## src/rtl/mips_pkg.sv

```systemverilog
// Shared MIPS core definitions: instruction constants, word-address
// width helper and the IF/ID pipeline bundle.
package mips_pkg;

  localparam logic [31:0] NOP_INSTR = 32'h0000_0000;
  localparam int INSTR_BYTES = 4;

  function automatic int waddr_w(input int bytes);
    return $clog2(bytes / INSTR_BYTES);
  endfunction

  typedef struct packed {
    logic [31:0] instr;
    logic [31:0] pc;
    logic [31:0] pc4;
    logic        valid;
    logic        oob;
  } if_id_t;

endpackage

```

## src/rtl/if_stage_if.sv

```systemverilog
// Instruction memory bus: imem_addr (byte address, master drives),
// imem_instr (word returned combinationally, slave drives).
interface if_stage_if;
  import mips_pkg::*;

  logic [31:0] imem_addr;
  logic [31:0] imem_instr;

  modport master (
    output imem_addr,
    input  imem_instr
  );

  modport slave (
    input  imem_addr,
    output imem_instr
  );

endinterface

```

## src/rtl/if_stage_pc_reg.sv

```systemverilog
// Program counter: register, redirect/stall/increment mux, +4 adder.
// Ports: clk, rst_n, stall, redirect, redirect_target -> pc, pc4.
module pc_reg
  import mips_pkg::*;
#(
  parameter logic [31:0] RESET_PC = 32'h0000_0000
) (
  input  logic        clk,
  input  logic        rst_n,
  input  logic        stall,
  input  logic        redirect,
  input  logic [31:0] redirect_target,
  output logic [31:0] pc,
  output logic [31:0] pc4
);

  logic [31:0] pc_q;
  logic [31:0] pc_d;

  assign pc  = pc_q;
  assign pc4 = pc_q + 32'(INSTR_BYTES);

  always_comb begin
    pc_d = pc_q;
    unique case (1'b1)
      redirect:
        pc_d = redirect_target & ~32'd3;
      (!redirect && !stall):
        pc_d = pc4;
      default: ;
    endcase
  end

  always_ff @(posedge clk or negedge rst_n) begin
    if (!rst_n) pc_q <= RESET_PC;
    else        pc_q <= pc_d;
  end

endmodule

```

## src/rtl/if_stage.sv

```systemverilog
// Fetch stage: owns PC (via pc_reg), drives imem bus, registers IF/ID.
// Ports: clk, rst_n, stall, redirect, redirect_target, imem (master),
// if_id_instr/pc/pc4/valid, fetch_oob; perf_fetched/perf_bubbles when
// IF_PERF_CNT_EN is defined.
module if_stage
  import mips_pkg::*;
#(
  parameter logic [31:0] RESET_PC   = 32'h0000_0000,
  parameter int          IMEM_BYTES = 1024
) (
  input  logic              clk,
  input  logic              rst_n,
  input  logic              stall,
  input  logic              redirect,
  input  logic [31:0]       redirect_target,
  if_stage_if.master        imem,
  output logic [31:0]       if_id_instr,
  output logic [31:0]       if_id_pc,
  output logic [31:0]       if_id_pc4,
  output logic              if_id_valid,
  output logic              fetch_oob
`ifdef IF_PERF_CNT_EN
  ,
  output logic [31:0]       perf_fetched,
  output logic [31:0]       perf_bubbles
`endif
);

  localparam logic [31:0] LAST_ADDR = 32'(IMEM_BYTES - INSTR_BYTES);

  logic [31:0] pc;
  logic [31:0] pc4;
  logic        oob;
  logic        cap;
  if_id_t      q;

  pc_reg #(
    .RESET_PC (RESET_PC)
  ) u_pc (
    .clk             (clk),
    .rst_n           (rst_n),
    .stall           (stall),
    .redirect        (redirect),
    .redirect_target (redirect_target),
    .pc              (pc),
    .pc4             (pc4)
  );

  assign imem.imem_addr = pc;
  assign oob = pc > LAST_ADDR;
  assign cap = !redirect && !stall;

  always_ff @(posedge clk or negedge rst_n) begin
    if (!rst_n) begin
      q <= '{instr: NOP_INSTR, default: '0};
    end else begin
      unique case (1'b1)
        redirect: begin
          // squash wrong-path word; pc/pc4 keep last real values
          q.instr <= NOP_INSTR;
          q.valid <= 1'b0;
          q.oob   <= 1'b0;
        end
        cap: begin
          q.pc    <= pc;
          q.pc4   <= pc4;
          q.instr <= oob ? NOP_INSTR : imem.imem_instr;
          q.valid <= !oob;
          q.oob   <= oob;
        end
        default: ;
      endcase
    end
  end

  assign if_id_instr = q.instr;
  assign if_id_pc    = q.pc;
  assign if_id_pc4   = q.pc4;
  assign if_id_valid = q.valid;
  assign fetch_oob   = q.oob;

`ifdef IF_PERF_CNT_EN
  always_ff @(posedge clk or negedge rst_n) begin
    if (!rst_n) begin
      perf_fetched <= '0;
      perf_bubbles <= '0;
    end else begin
      if (cap && !oob)
        perf_fetched <= perf_fetched + 32'd1;
      if (redirect || (cap && oob))
        perf_bubbles <= perf_bubbles + 32'd1;
    end
  end
`endif

endmodule

```

## src/flat_wrapper.sv

```systemverilog
// flat-port wrapper written by rule: the top's interface ports become plain ports
module if_stage_flat import mips_pkg::*;
#(
  parameter logic [31:0] RESET_PC   = 32'h0000_0000,
  parameter int          IMEM_BYTES = 1024
)
  (clk, rst_n, stall, redirect, redirect_target, if_id_instr, if_id_pc, if_id_pc4, if_id_valid, fetch_oob, imem_imem_addr, imem_imem_instr);
  if_stage_if imem_i ();
  input  logic clk;
  input  logic rst_n;
  input  logic stall;
  input  logic redirect;
  input  logic [31:0] redirect_target;
  output logic [31:0] if_id_instr;
  output logic [31:0] if_id_pc;
  output logic [31:0] if_id_pc4;
  output logic if_id_valid;
  output logic fetch_oob;
  output wire logic [$bits(imem_i.imem_addr)-1:0] imem_imem_addr;
  input wire logic [$bits(imem_i.imem_instr)-1:0] imem_imem_instr;
  assign imem_imem_addr = imem_i.imem_addr;
  assign imem_i.imem_instr = imem_imem_instr;
  if_stage #(.RESET_PC(RESET_PC), .IMEM_BYTES(IMEM_BYTES)) u_core (.clk(clk), .rst_n(rst_n), .stall(stall), .redirect(redirect), .redirect_target(redirect_target), .imem(imem_i), .if_id_instr(if_id_instr), .if_id_pc(if_id_pc), .if_id_pc4(if_id_pc4), .if_id_valid(if_id_valid), .fetch_oob(fetch_oob));
endmodule
```

## config.mk

```make
export PLATFORM = sky130hd
export DESIGN_NAME = if_stage_flat
export DESIGN_NICKNAME = d
export VERILOG_FILES = /design/src/rtl/mips_pkg.sv /design/src/rtl/if_stage_if.sv /design/src/rtl/if_stage_pc_reg.sv /design/src/rtl/if_stage.sv /design/src/flat_wrapper.sv
export SDC_FILE = /design/constraint.sdc
export NUM_CORES = 1
export LEC_CHECK = 0
export BUFFER_PORTS_ARGS = -buffer_cell sky130_fd_sc_hd__buf_4
export CAP_MARGIN = 10
export CORE_MARGIN = 8
export CORE_UTILIZATION = 52
export DETAILED_ROUTE_END_ITERATION = 8
export PLACE_DENSITY = 0.85
export SYNTH_ARGS = -nofsm -noshare
export SYNTH_HDL_FRONTEND = slang
export SYNTH_HIERARCHICAL = 1
export SYNTH_SLANG_ARGS = --single-unit
```

## constraint.sdc

```tcl
create_clock -name clk -period 2.85 [get_ports clk]
set_input_delay 0.1425 -clock clk [delete_from_list [all_inputs] [get_ports clk]]
set_output_delay 0.1425 -clock clk [all_outputs]
set_load 0.005 [all_outputs]
```

======== Word level (Yosys, flattened, before mapping) ========
Index checks and enable logic that the tools add are counted.
word-level totals
  register bits ........................... 130
  input bits .............................. 68
  output and inout port bits .............. 130
  logic and storage cells ................. 17
operators by class
  add/sub/neg operators ................... 1
  order comparisons ....................... 1
  muxes and demuxes ....................... 4
  reduce and logical (&&, ||, !) cells .... 5
operators by type and width
  cell                                                   count
  case mux 32 bit (2 select lines)                       2
  adder 32 x 3 -> 32 bit (second input constant)         1
  > comparator 32 x 10 -> 1 bit (second input constant)  1
  two-way mux 32 bit                                     1
  case mux 2 bit (2 select lines)                        1
  zero test 1 bit                                        3
  nonzero test 2 bit                                     1
  logical AND 1 bit                                      1

======== Depth between registers and ports, before layout ========
Gate-level depths: netlist of run 1.
  depth after elaboration ................. 3
  depth in mapped cells ................... 8
  gate-level depth less buffers ........... 6

======== Cells and area by module ========
The synthesis of run 1 kept the hierarchy.
by module, submodules not included
  module    times used  cells an instance  area each (um^2)  sequential area each (um^2)
  if_stage  1           304                4195.3            2452.4
  pc_reg    1           296                2377.3            750.7

======== Worst setup path after synthesis of run 1 ========
Ideal clock, no wire load.
  kind .................................... register -> register
  start ................................... reg u_core.u_pc.pc_q[2], in the netlist u_core/u_pc/pc[2]
  end ..................................... reg u_core.q (netlist bit u_core/if_id_pc4[24])
  library setup time ...................... 0.125 ns
  arrival ................................. 1.910 ns
  required time ........................... 2.725 ns
  setup slack ............................. 0.816 ns
  stages on the path, launching flop included .. 9
  path buffers ............................ 2
  period minus slack after synthesis ...... 2.034 ns
  cells stage by stage .................... dfrtp_1 > ha_1 > and4_1 > buf_2 > nand4_1 > buf_2 > nor3_1 > xor2_1 > mux2_2
on the way
  longest elaborated chain between the ends .. 1
ends and longest elaborated chain
  element                   line                   text
  start: declaration        if_stage_pc_reg.sv:17  logic [31:0] pc_q;
  start signal: assignment  if_stage_pc_reg.sv:36  else pc_q <= pc_d;
  adder 32 x 3 -> 32 bit    if_stage_pc_reg.sv:21  assign pc4 = pc_q + 32'(INSTR_BYTES);
  named net u_core.pc4[24]  if_stage.sv:32         logic [31:0] pc4;
  end: declaration          if_stage.sv:35         if_id_t q;
The timed path passes the listed nets, and every way through them passes these cells.
A chain may end at the register's enable or synchronous reset.

======== Final worst setup path of run 1 ========
Same ends and word-level chain as after synthesis.

==> results of run 1 <==
power by group through the flow:
| stage | clock [mW] | sequential, mW | combinational [mW] |
|---|---|---|---|
| 5_1_grt | 2.37 | 2.31 | 1.09 |
| 4_1_cts | 2.29 | 2.27 | 1.01 |
| 6_report | 2.28 | 2.28 | 1.01 |
| 2_1_floorplan | 0 | 2.25 | 0.396 |
| 3_5_place_dp | 0 | 2.30 | 0.948 |
| 3_3_place_gp | 0 | 2.28 | 0.923 |
stage by stage:
step | util [%] | worst slack [ns]
after floorplan | - | 0.8155
after global placement | 64.77 | 0.3692
after detailed placement | 64.77 | 0.2593
after CTS | 73.57 | 0.2366
after global routing | 73.59 | 0.09359
final | 73.61 | 0.1626
metal layers:
| layer | routed length (um) | GRT usage (%) | up-vias |
|---|---|---|---|
| li1 | - | - | 2652 |
| met1 | 7988 | 30.05 | 2901 |
| met2 | 10360 | 42.68 | 366 |
| met3 | 2092 | 7.820 | 65 |
| met4 | 692 | 10.84 | 0 |
| met5 | 0 | 0 | - |
worst max-delay path: cells and delay by family (launching register included):
family | cells | cell delay (ns)
xor gates and xnor gates | 1 | 0.10
DFF | 1 | 0.52
adders and majority gates | 1 | 0.32
and+or+nand+nor | 3 | 1.31
muxes | 1 | 0.30
cells by family (layout without fill, tap and decap cells):
| kind of cell | after synthesis | count (layout) | synth area share [%] |
|---|---|---|---|
| xor+xnor | 39 | 39 | 5.197 |
| other cells | 1 | 6 | 0.05706 |
| mux | 66 | 66 | 11.27 |
| compound gates | 82 | 82 | 10.83 |
| flops | 128 | 128 | 48.73 |
| buf+inv | 58 | 291 | 4.378 |
| fa+ha+maj | 1 | 1 | 0.1903 |
| simple gates | 225 | 225 | 19.34 |
path summary, 6_finish.rpt:
path,from,to,slack [ns],depth (start not counted)
hold reg to reg,u_core/if_id_instr[26]$_DFFE_PN0P_,u_core/if_id_instr[26]$_DFFE_PN0P_,0.48,2
setup reg to reg,u_core/u_pc/pc[2]$_DFFE_PN0P_,u_core/if_id_pc4[24]$_DFFE_PN0P_,0.16,6
hold / removal,imem_imem_instr[25],u_core/if_id_instr[25]$_DFFE_PN0P_,0.01,3
min in group asynchronous,rst_n,u_core/if_id_instr[1]$_DFFE_PN0P_,0.44,2
max in group asynchronous,rst_n,u_core/if_id_instr[30]$_DFFE_PN0P_,1.65,3
setup / recovery,u_core/u_pc/pc[2]$_DFFE_PN0P_,u_core/if_id_pc4[24]$_DFFE_PN0P_,0.16,6
placed cells by master, fill, tap and decap left out, types with 11 or more instances in the layout:
cell type and count:
xnor2_1 24, a31oi_1 15, nand2_1 63, dlygate4sd3_1 48, buf_4 202, clkbuf_16 17
nand3_1 18, nor2_1 34, dfrtp_1 128, mux2_2 64, xor2_1 15, nor3_1 11
nand4_1 50, o31ai_2 30, o21ai_0 14, o31ai_1 11
cell type report:
| cell class | instances | area, sq um |
|---|---|---|
| inverter | 8 | 30.03 |
| clock buffer | 22 | 484.2 |
| tap | 172 | 215.2 |
| multi-input combinational | 417 | 3098 |
| fill | 855 | 3289 |
| sequential | 128 | 3203 |
| timing repair buffer | 251 | 2008 |
| antenna | 2 | 5.005 |
| clock inverter | 10 | 132.6 |
==> metrics.md, run 1 <==
| Metric | Value |
|---|---|
| Post-synth top cells | dfrtp_1, mux2_2, nand2_1 |
| Worst EP arrival | 2.99 ns |
| Crit. End Element | flop |
| Detailed Route Iter0 Violations | 711 |
| Syn-to-layout area delta | 39.62% |
| Crit-path cells | ha_1 -> and4_1 -> nand4_1 -> nor3_1 -> xor2_1 -> mux2_2 |
| Share of cells above drive strength 1 | 41.27% |
| Yosys warns | 6 |
| Final setup TNS | 0 ns |
| Number of global-route vias before repair | 6170 |
| GRT overflow | 0 |
| Clk_lat worst skew | 0.43 ns |
| Slew Limit Fails | 35 |
| Final min period | 2.687 ns |
| RSZ-0062 raised after global routing | false |
| CTS max path bufs | 2 |
| Startpoint Class | flop |
| Worst Hold Class | in -> reg |
| CTS H-tree depth | 4 |
| Routed wire length | 21130 um |
| Post-Syn Instances | 600 |
| DR vias | 5984 |
| Worst path required time | 3.15 ns |
| Post-CTS resize count | 0 |
| EDFF count, synth | 0 |
| Post-layout nets | 892 |
| Top-count cell post-synth | dfrtp_1 |
| Max FO, Critical Path | 13 |
| Crit-path slowest cell | dfrtp_1 |
| TritonCTS clock tree | done |
| Overall Global Routing Usage | 25.59% |
| Status | finished with violations |
| Final worst path period share | 94.30% |
| Seq/Total Area, Yosys | 48.73% |
| # hold bufs at CTS | 48 |
| Chip Height | 128.4 um |
| Power share of the combinational group | 18.2% |
| VDD IR max | 0.0004844 V |
| Final instance area | 9176 sq um |
| Pin count of the biggest net entering global routing | 119 |
| Critical path type | reg -> reg |
| Global placement routability congestion | 0.8678 |
| Pwr Total | 5.564 mW |
| Clock sink count | 128 |
| Area after DPL | 8074 sq um |
| Dpl hpwl | 13490 um |
| Count of final hold-check violations | 0 |
| Flop pwr share | 40.9% |
| Sw Ratio | 26.50% |
| Tightest Pin Transition | 3.186 ns |
| Ports | 198 |
| Port buffer count | 193 |
| Slowest Stage Delay on Critical Path | 0.52 ns |
| Final non-filler cell total | 1010 |
| Starting density of the core | 52.73% |
| Post-route ant nets | 0 |
| Netlist cell types | 49 |
| Top cell type's share of synthesized area | 48.73% |
| Synth Area per Inst | 10.95 sq um |
| Vias/cell | 5.925 |
| Max_slew headroom | -113.6% |
| Core Area | 12470 sq um |
| Leakage | 3.903 nW |
| Cells after DPL | 928 |
| Netlist Area Pre-Place | 6573 sq um |
| Fmax | 372.1 MHz |
| Clk pwr share | 40.9% |
| # DRC | 0 |
| Max Cap Viol | 0 |
| Area contributors post-synth | dfrtp_1, mux2_2, o31ai_2, nand4_1, nand2_1 |
| DR pass1 iterations | 6 |
| CTS buffer count | 17 |
| Standard-cell rows | 41 |
| Clk pin slew, worst setup/hold paths | 0.06 ns |
| Yosys reg bits | 128 |
| Violated checks | slew limit |
| Die area | 16490 sq um |
| Async set-or-reset flop fraction in the synthesized netlist | 100.0% |
| Setup Fix Bufs, Post-CTS | 0 |
| Ys flop type | dfrtp_1 |
| Int Power | 4.090 mW |
| Clk_skew | 0.007754 ns |
| Cell taking the most area after synthesis | dfrtp_1 |
| Sw power | 1.475 mW |
| First-pass GRT wire length | 33110 um |
| Initial antenna violation count | 1 |
| Routed wire per std cell | 20.92 um |
| Root buffer selected by CTS | clkbuf_16 |
| Die Wd | 128.4 um |
| WHS | 0.01449 ns |
| Pwr Density | 606.4 nW/um^2 |
| Final setup violation count | 0 |
Power figures use the tool's default switching activity.
==> run 2, diff against run 1 <==
--- a/config.mk
+++ b/config.mk
@@ -11,6 +11,7 @@
 export CORE_UTILIZATION = 52
 export DETAILED_ROUTE_END_ITERATION = 8
 export PLACE_DENSITY = 0.85
+export RECOVER_POWER = 25
 export SYNTH_ARGS = -nofsm -noshare
 export SYNTH_HDL_FRONTEND = slang
 export SYNTH_HIERARCHICAL = 1
==> run 2 against run 1 <==
  * The run ends with capacitance limit, slew limit left
  * Register-to-register slack about the same
  * Combinational power decreased by 4%
  * Maximum frequency decreased by 0.36%
  * Setup slack got worse by 0.0097 ns
  * Core utilization decreased by 0.83 points
  * Via count decreased by 0.80%
  * Sequential cell count unchanged
  * Sequential power about the same
  * Clock skew increased by 0.0085 ns
  * Clock-buffer cell count unchanged
  * Die area unchanged
  * Sequential share of layout area increased by 0.40 points
  * Critical path type unchanged
  * Largest cell class unchanged
==> metrics.md, run 2 (synthesis results as in run 1) <==
| Metric | Value |
|---|---|
| Cells after DPL | 928 (unchanged) |
| CTS H-tree depth | 4 (unchanged) |
| First-pass GRT wire length | 33110 um (unchanged) |
| Clk pin slew, worst setup/hold paths | 0.06 ns (about the same) |
| Setup Fix Bufs, Post-CTS | 0 (unchanged) |
| Final setup violation count | 0 (unchanged) |
| Global placement routability congestion | 0.8678 (unchanged) |
| DR pass1 iterations | 5 (-1) |
| Final instance area | 9072 sq um (-1.1%) |
| Worst R2R Path Depth | 6 (unchanged) |
| GRT overflow | 0 (unchanged) |
| Post-route ant nets | 0 (unchanged) |
| Worst Hold Class | in -> reg |
| Clk_skew | 0.01625 ns (+0.008493 ns) |
| Port buffer count | 193 (unchanged) |
| Slew Limit Fails | 68 (+94%) |
| Worst path required time | 3.15 ns (about the same) |
| WHS | 0.01458 ns (+0.00009070 ns) |
| Post-CTS resize count | 0 (unchanged) |
| R2R Path Start | u_core/u_pc/pc[2]$_DFFE_PN0P_ |
| Crit-path cells | ha_1 -> and4_1 -> nand4_1 -> nor3_1 -> xor2_1 -> mux2_2 |
| Routed wire per std cell | 20.79 um (-0.63%) |
| Crit. End Element | flop |
| Chip Height | 128.4 um (unchanged) |
| Hold Crit Endpoint | u_core/if_id_instr[8]$_DFFE_PN0P_ |
| Clock sink count | 128 (unchanged) |
| Status | finished with violations |
| # DRC | 0 (unchanged) |
| R2R Path End | u_core/if_id_pc4[24]$_DFFE_PN0P_ |
| Final Util | 72.78% (-0.83 points) |
| Critical path type | reg -> reg |
| Count of final hold-check violations | 0 (unchanged) |
| Hold Path Depth | 3 (unchanged) |
| DR vias | 5936 (-0.80%) |
| Most common cell after layout, fill and taps aside | dfrtp_1 |
| Die area | 16490 sq um (unchanged) |
| Leakage | 3.787 nW (-3.0%) |
| Critical path buffers and inverters | 0 (unchanged) |
| Filler cells | 880 (+2.9%) |
| Violated checks | capacitance limit, slew limit |
| Max FO, Critical Path | 13 (unchanged) |
| Standard-cell rows | 41 (unchanged) |
| Dpl hpwl | 13490 um (unchanged) |
| Final setup TNS | 0 ns (unchanged) |
| R2R setup slack | 0.15 ns (about the same) |
| Pin count of the biggest net entering global routing | 119 (unchanged) |
| Fmax | 370.8 MHz (-0.36%) |
| Met2 GRT Util | 42.68% (unchanged) |
| Area after DPL | 8074 sq um (unchanged) |
| Routing usage on met1 | 30.05% (unchanged) |
| Die Wd | 128.4 um (unchanged) |
| Slowest Stage Delay on Critical Path | 0.52 ns (about the same) |
| Cell family with most CP delay | simple AND/OR/NAND/NOR gates |
| Initial antenna violation count | 1 (unchanged) |
| Final worst path period share | 94.64% (+0.34 points) |
| Grt peak-use layer | met2 |
| Number of global-route vias before repair | 6170 (unchanged) |
| Final Worst Setup Slack | 0.1529 ns (-0.009702 ns) |
| Final min period | 2.697 ns (+0.009702 ns) |
| Detailed Route Iter0 Violations | 743 (+4.5%) |
| Most frequent cells in the layout | dfrtp_1, buf_4, mux2_2 |
| DP Worst Slack | 0.2593 ns (unchanged) |
| Final non-filler cell total | 1010 (unchanged) |
| CTS buffer count | 17 (unchanged) |
| Vias/cell | 5.877 (-0.80%) |
| Tightest Pin Transition | 3.169 ns (-0.01774 ns) |
| Clk_lat worst skew | 0.43 ns (about the same) |
| VDD IR max | 0.0004824 V (-0.41%) |
| # hold bufs at CTS | 48 (unchanged) |
| Pwr Total | 5.513 mW (-0.93%) |
| Min-delay src | imem_imem_instr[8] |
| Core Area | 12470 sq um (unchanged) |
| Share of cells above drive strength 1 | 38.16% (-3.1 points) |
| CTS max path bufs | 2 (unchanged) |
| Syn-to-layout area delta | 38.04% |
| Max_slew headroom | -112.4% (+1.2 points) |
| Pwr Density | 607.6 nW/um^2 (+0.21%) |
| TritonCTS clock tree | done |
| Worst EP arrival | 3.00 ns (about the same) |
| Max Cap Viol | 1 (+1) |
| GRT met3 Usage | 7.820% (unchanged) |
| Starting density of the core | 52.73% (unchanged) |
| Root buffer selected by CTS | clkbuf_16 |
| Post-layout nets | 892 (unchanged) |
| Stages on the worst setup path | 6 (unchanged) |
| Startpoint Class | flop |
| Overall Global Routing Usage | 25.59% (unchanged) |
| Ports | 198 (unchanged) |
| Routed wire length | 21000 um (-0.63%) |
| Crit-path slowest cell | dfrtp_1 |
| RSZ-0062 raised after global routing | false |
[run 2: worst max-delay path by stage]
stage                                       start                          endpoint  slack (ns)
finish              u_core/u_pc/pc[2]$_DFFE_PN0P_  u_core/if_id_pc4[24]$_DFFE_PN0P_        0.15
global route        u_core/u_pc/pc[2]$_DFFE_PN0P_  u_core/if_id_pc4[24]$_DFFE_PN0P_        0.09
CTS                 u_core/u_pc/pc[2]$_DFFE_PN0P_    u_core/u_pc/pc[26]$_DFFE_PN0P_        0.24
detailed placement  u_core/u_pc/pc[2]$_DFFE_PN0P_    u_core/u_pc/pc[26]$_DFFE_PN0P_        0.26
global placement    u_core/u_pc/pc[2]$_DFFE_PN0P_    u_core/u_pc/pc[26]$_DFFE_PN0P_        0.37
floorplan           u_core/u_pc/pc[2]$_DFFE_PN0P_  u_core/if_id_pc4[24]$_DFFE_PN0P_        0.82
[run 2: worst min-delay path: cells and delay by family]
family / cells / cell delay (ns)
buf+inv: 1 / 0.11
simple gates: 1 / 0.08
compound gates: 1 / 0.06
[run 2: report_power, final]
part / switching [mW] / internal [mW] / leakage, nW
Sequential: 0.238 / 2.04 / 1.56
Clock: 0.808 / 1.46 / 0.298
Combinational: 0.416 / 0.552 / 1.93
[run 2: metal layers]
metal / vias up / share of wire [%]
li1: 2652 / -
met1: 2894 / 38
met2: 335 / 50
met3: 55 / 9.4
met4: 0 / 2.6
met5: - / 0
[run 2: cell type report]
cell class                 instances  area, sq um  area share [%]
timing repair buffer             251         1912           21.07
clock buffer                      22        484.2           5.337
antenna                            2        5.005         0.05516
clock inverter                    10        132.6           1.462
sequential                       128         3203           35.31
tap                              172        215.2           2.372
multi-input combinational        417         3090           34.06
inverter                           8        30.03          0.3310
==> run 3, diff against run 2 <==
--- a/config.mk
+++ b/config.mk
@@ -5,6 +5,7 @@
 export SDC_FILE = /design/constraint.sdc
 export NUM_CORES = 1
 export LEC_CHECK = 0
+export ABC_AREA = 1
 export BUFFER_PORTS_ARGS = -buffer_cell sky130_fd_sc_hd__buf_4
 export CAP_MARGIN = 10
 export CORE_MARGIN = 8
==> run 3 against run 2 <==
  * The flow still finishes with violations (capacitance limit, slew limit)
  * Non-clock buffer count shrank 7
  * Final cell count grew 20%
  * Combinational power shrank 5.9%
  * Register-to-register slack gained 0.60 ns
  * Area after synthesis shrank 3.8%
  * Routed wire length shrank 3.7%
  * Clock skew shrank 0.0065 ns
  * Setup slack gained 0.54 ns
  * Hold slack gained 0.0054 ns
  * Sequential power shrank 4%
  * Via count grew 6.0%
  * Critical endpoint is now u_core/u_pc/pc[17]$_DFFE_PN0P_
  * Largest cell class unchanged
==> metrics.md, run 3 <==
| Metric | Value |
|---|---|
| Status | finished with violations |
| Violated checks | capacitance limit, slew limit |
| Top cell type's share of synthesized area | 50.64% (+1.9 points) |
| Max Used Layer | met4 |
| RSZ-0062 raised after global routing | false |
| Port buffer count | 193 (unchanged) |
| Pwr Density | 583.2 nW/um^2 (-4.0%) |
| Die area | 15950 sq um (-3.3%) |
| GRT overflow | 0 (unchanged) |
| Global placement routability congestion | 0.8787 (+1.3%) |
| TritonCTS clock tree | done |
| Post-synth top cells | nand2_1, dfrtp_1, nand3_1 |
| Share of cells above drive strength 1 | 24.67% (-13 points) |
| Ports | 198 (unchanged) |
| Min-delay src | redirect_target[31] |
| Clk_lat worst skew | 0.42 ns (about the same) |
| Slowest Stage Delay on Critical Path | 1.28 ns (+0.76 ns) |
| Area contributors post-synth | dfrtp_1, nand2_1, nand3_1, inv_1, nor2_1 |
| ANT cells | 0 (-2) |
| R2R setup slack | 0.75 ns (+0.60 ns) |
| Crit-path slowest cell | clkbuf_1 |
| Clk pin slew, worst setup/hold paths | 0.06 ns (about the same) |
| Final worst path period share | 75.86% (-19 points) |
| Syn-to-layout area delta | 39.56% |
| Setup Fix Bufs, Post-CTS | 0 (unchanged) |
| Final setup violation count | 0 (unchanged) |
| Core Area | 11960 sq um (-4.0%) |
| Worst R2R Path Depth | 6 (unchanged) |
| Critical path type | in -> reg |
| Die Wd | 126.3 um (-1.7%) |
| Slew Limit Fails | 99 (+46%) |
| Multi-input logic area | 2741 sq um (-11%) |
| R2R Path Start | u_core/u_pc/pc[29]$_DFFE_PN0P_ |
| Seq/Total Area, Yosys | 50.64% (+1.9 points) |
| Tightest Pin Transition | 1.821 ns (-1.347 ns) |
| Yosys warns | 6 (unchanged) |
| Cell taking the most area after synthesis | dfrtp_1 |
| Max Cap Viol | 2 (+1) |
| Max_slew headroom | -21.42% (+91 points) |
| Fmax | 462.5 MHz (+25%) |
| Overall Global Routing Usage | 25.88% (+0.29 points) |
| Synth Area per Inst | 7.648 sq um (-30%) |
| Most frequent cells in the layout | nand2_1, buf_4, dfrtp_1 |
| Worst EP arrival | 2.47 ns (-0.53 ns) |
| Count of final hold-check violations | 0 (unchanged) |
| Yosys reg bits | 128 (unchanged) |
| Hold Crit Endpoint | u_core/u_pc/pc[31]$_DFFE_PN0P_ |
| Dpl hpwl | 13350 um (-1.0%) |
| Crit. End Element | flop |
| Clock sink count | 128 (unchanged) |
| Worst path required time | 3.16 ns (about the same) |
| Most common cell after layout, fill and taps aside | nand2_1 |
| Met3 routed WL | 1696 um (-14%) |
| FF/Latch Area | 3203 sq um (unchanged) |
| Crit-path cells | clkbuf_1 -> inv_1 -> nand2_1 -> clkinv_1 -> a22o_1 -> inv_1 -> nand2_1 |
| Routed wire length | 20210 um (-3.7%) |
| Stages on the worst setup path | 7 (+1) |
| Netlist Area Pre-Place | 6325 sq um (-3.8%) |
| Clk_skew | 0.009721 ns (-0.006527 ns) |
| Leakage | 4.796 nW (+27%) |
| CTS buffer count | 17 (unchanged) |
| First-pass GRT wire length | 32970 um (-0.44%) |
| EDFF count, synth | 0 (unchanged) |
| Standard-cell rows | 40 (-2.4%) |
| Ys flop type | dfrtp_1 |
| Routed wire per std cell | 16.61 um (-20%) |
| Hold Path Depth | 5 (+2) |
| Max FO, Critical Path | 34 (+21) |
| Met2 routed wirelength | 9729 um (-7.1%) |
| Number of global-route vias before repair | 6285 (+1.9%) |
| VDD IR max | 0.0003858 V (-20%) |
| DR vias | 6292 (+6.0%) |
| R2R Path End | u_core/if_id_instr[14]$_DFFE_PN0P_ |
| Final setup TNS | 0 ns (unchanged) |
| Vias/cell | 5.170 (-12%) |
| Post-CTS resize count | 0 (unchanged) |
| # hold bufs at CTS | 44 (-8.3%) |
| Worst Hold Class | in -> reg |
| Root buffer selected by CTS | clkbuf_16 |
| Async set-or-reset flop fraction in the synthesized netlist | 100.0% (unchanged) |
| CTS max path bufs | 2 (unchanged) |
| WHS | 0.01996 ns (+0.005372 ns) |
| Critical path buffers and inverters | 4 (+4) |
| Post-route ant nets | 0 (unchanged) |
| Routed metal-1 wire length | 8418 um (+5.0%) |
| Top-count cell post-synth | nand2_1 |
| # DRC | 0 (unchanged) |
| Pin count of the biggest net entering global routing | 96 (-19%) |
| Chip Height | 126.3 um (-1.7%) |
| Detailed Route Iter0 Violations | 509 (-31%) |
| Final min period | 2.162 ns (-0.5350 ns) |
| Startpoint Class | input pin |
| Initial antenna violation count | 0 (-1) |
| Cell family with most CP delay | buffers and inverters |
| Post-Syn Instances | 827 (+38%) |
| Filler cells | 879 (-0.11%) |
| Post-layout nets | 1126 (+26%) |
| Starting density of the core | 52.88% (+0.15 points) |
| CTS H-tree depth | 4 (unchanged) |
| DR pass1 iterations | 5 (unchanged) |
| Netlist cell types | 30 (-39%) |
[run 3: cell type report]
cell class                 count  area share, %
clock buffer                  25          5.273
tap                          147          2.084
timing repair buffer         244          22.04
sequential                   128          36.29
clock inverter                 7         0.9639
multi-input combinational    612          31.06
inverter                      54          2.296
[run 3: worst max path at each step]
stage | from | endpoint | slack [ns]
after floorplan | u_core/u_pc/pc[3]$_DFFE_PN0P_ | u_core/if_id_pc4[20]$_DFFE_PN0P_ | 1.31
after global placement | u_core/u_pc/pc[29]$_DFFE_PN0P_ | u_core/if_id_instr[10]$_DFFE_PN0P_ | 0.93
after detailed placement | u_core/u_pc/pc[29]$_DFFE_PN0P_ | u_core/if_id_instr[24]$_DFFE_PN0P_ | 0.87
after CTS | u_core/u_pc/pc[29]$_DFFE_PN0P_ | u_core/if_id_instr[24]$_DFFE_PN0P_ | 0.85
after global routing | redirect | u_core/u_pc/pc[14]$_DFFE_PN0P_ | 0.41
final | redirect | u_core/u_pc/pc[17]$_DFFE_PN0P_ | 0.69
[run 3: worst register-to-register path: cells and delay by family, from the launching register on]
family	cells	cell delay, ns
flops	1	0.45
simple gates	6	1.58
[run 3: metrics by stage]
| step | power, mW | cells | area [sq um] | utilization (%) | worst slack [ns] |
|---|---|---|---|---|---|
| floorplan | 2.539 | 830 | 6336 | - | 1.314 |
| global placement | 3.049 | 1141 | 7861 | 65.72 | 0.9313 |
| detailed placement | 3.074 | 1141 | 7861 | 65.72 | 0.8659 |
| CTS | 5.184 | 1217 | 8852 | 74.01 | 0.8482 |
| global route | 5.379 | 1217 | 8827 | 73.80 | 0.4082 |
| finish | 5.148 | 1217 | 8827 | 73.80 | 0.6879 |
[run 3: power by group]
| group | total, mW | internal, mW | leakage [nW] | switching [mW] |
|---|---|---|---|---|
| combinational | 0.911 | 0.452 | 2.87 | 0.458 |
| clock | 2.05 | 1.30 | 0.273 | 0.752 |
| sequential | 2.18 | 2.00 | 1.65 | 0.183 |
| total | 5.15 | 3.76 | 4.80 | 1.39 |
[run 3: cells by family after synthesis]
logic type / synth area share, %
DFF: 50.64
other: 0.05929
adders and majority gates: 0.1978
buffers and inverters: 6.350
and+or+nand+nor: 37.67
xor gates and xnor gates: 2.275
AOI/OAI and AO/OA: 2.809
[run 3: per-layer routing]
metal	up-vias	global-route usage, %
met4	0	9.483
met5	-	0
li1	2986	-
met2	311	42.36
met3	29	7.890
met1	2966	31.62
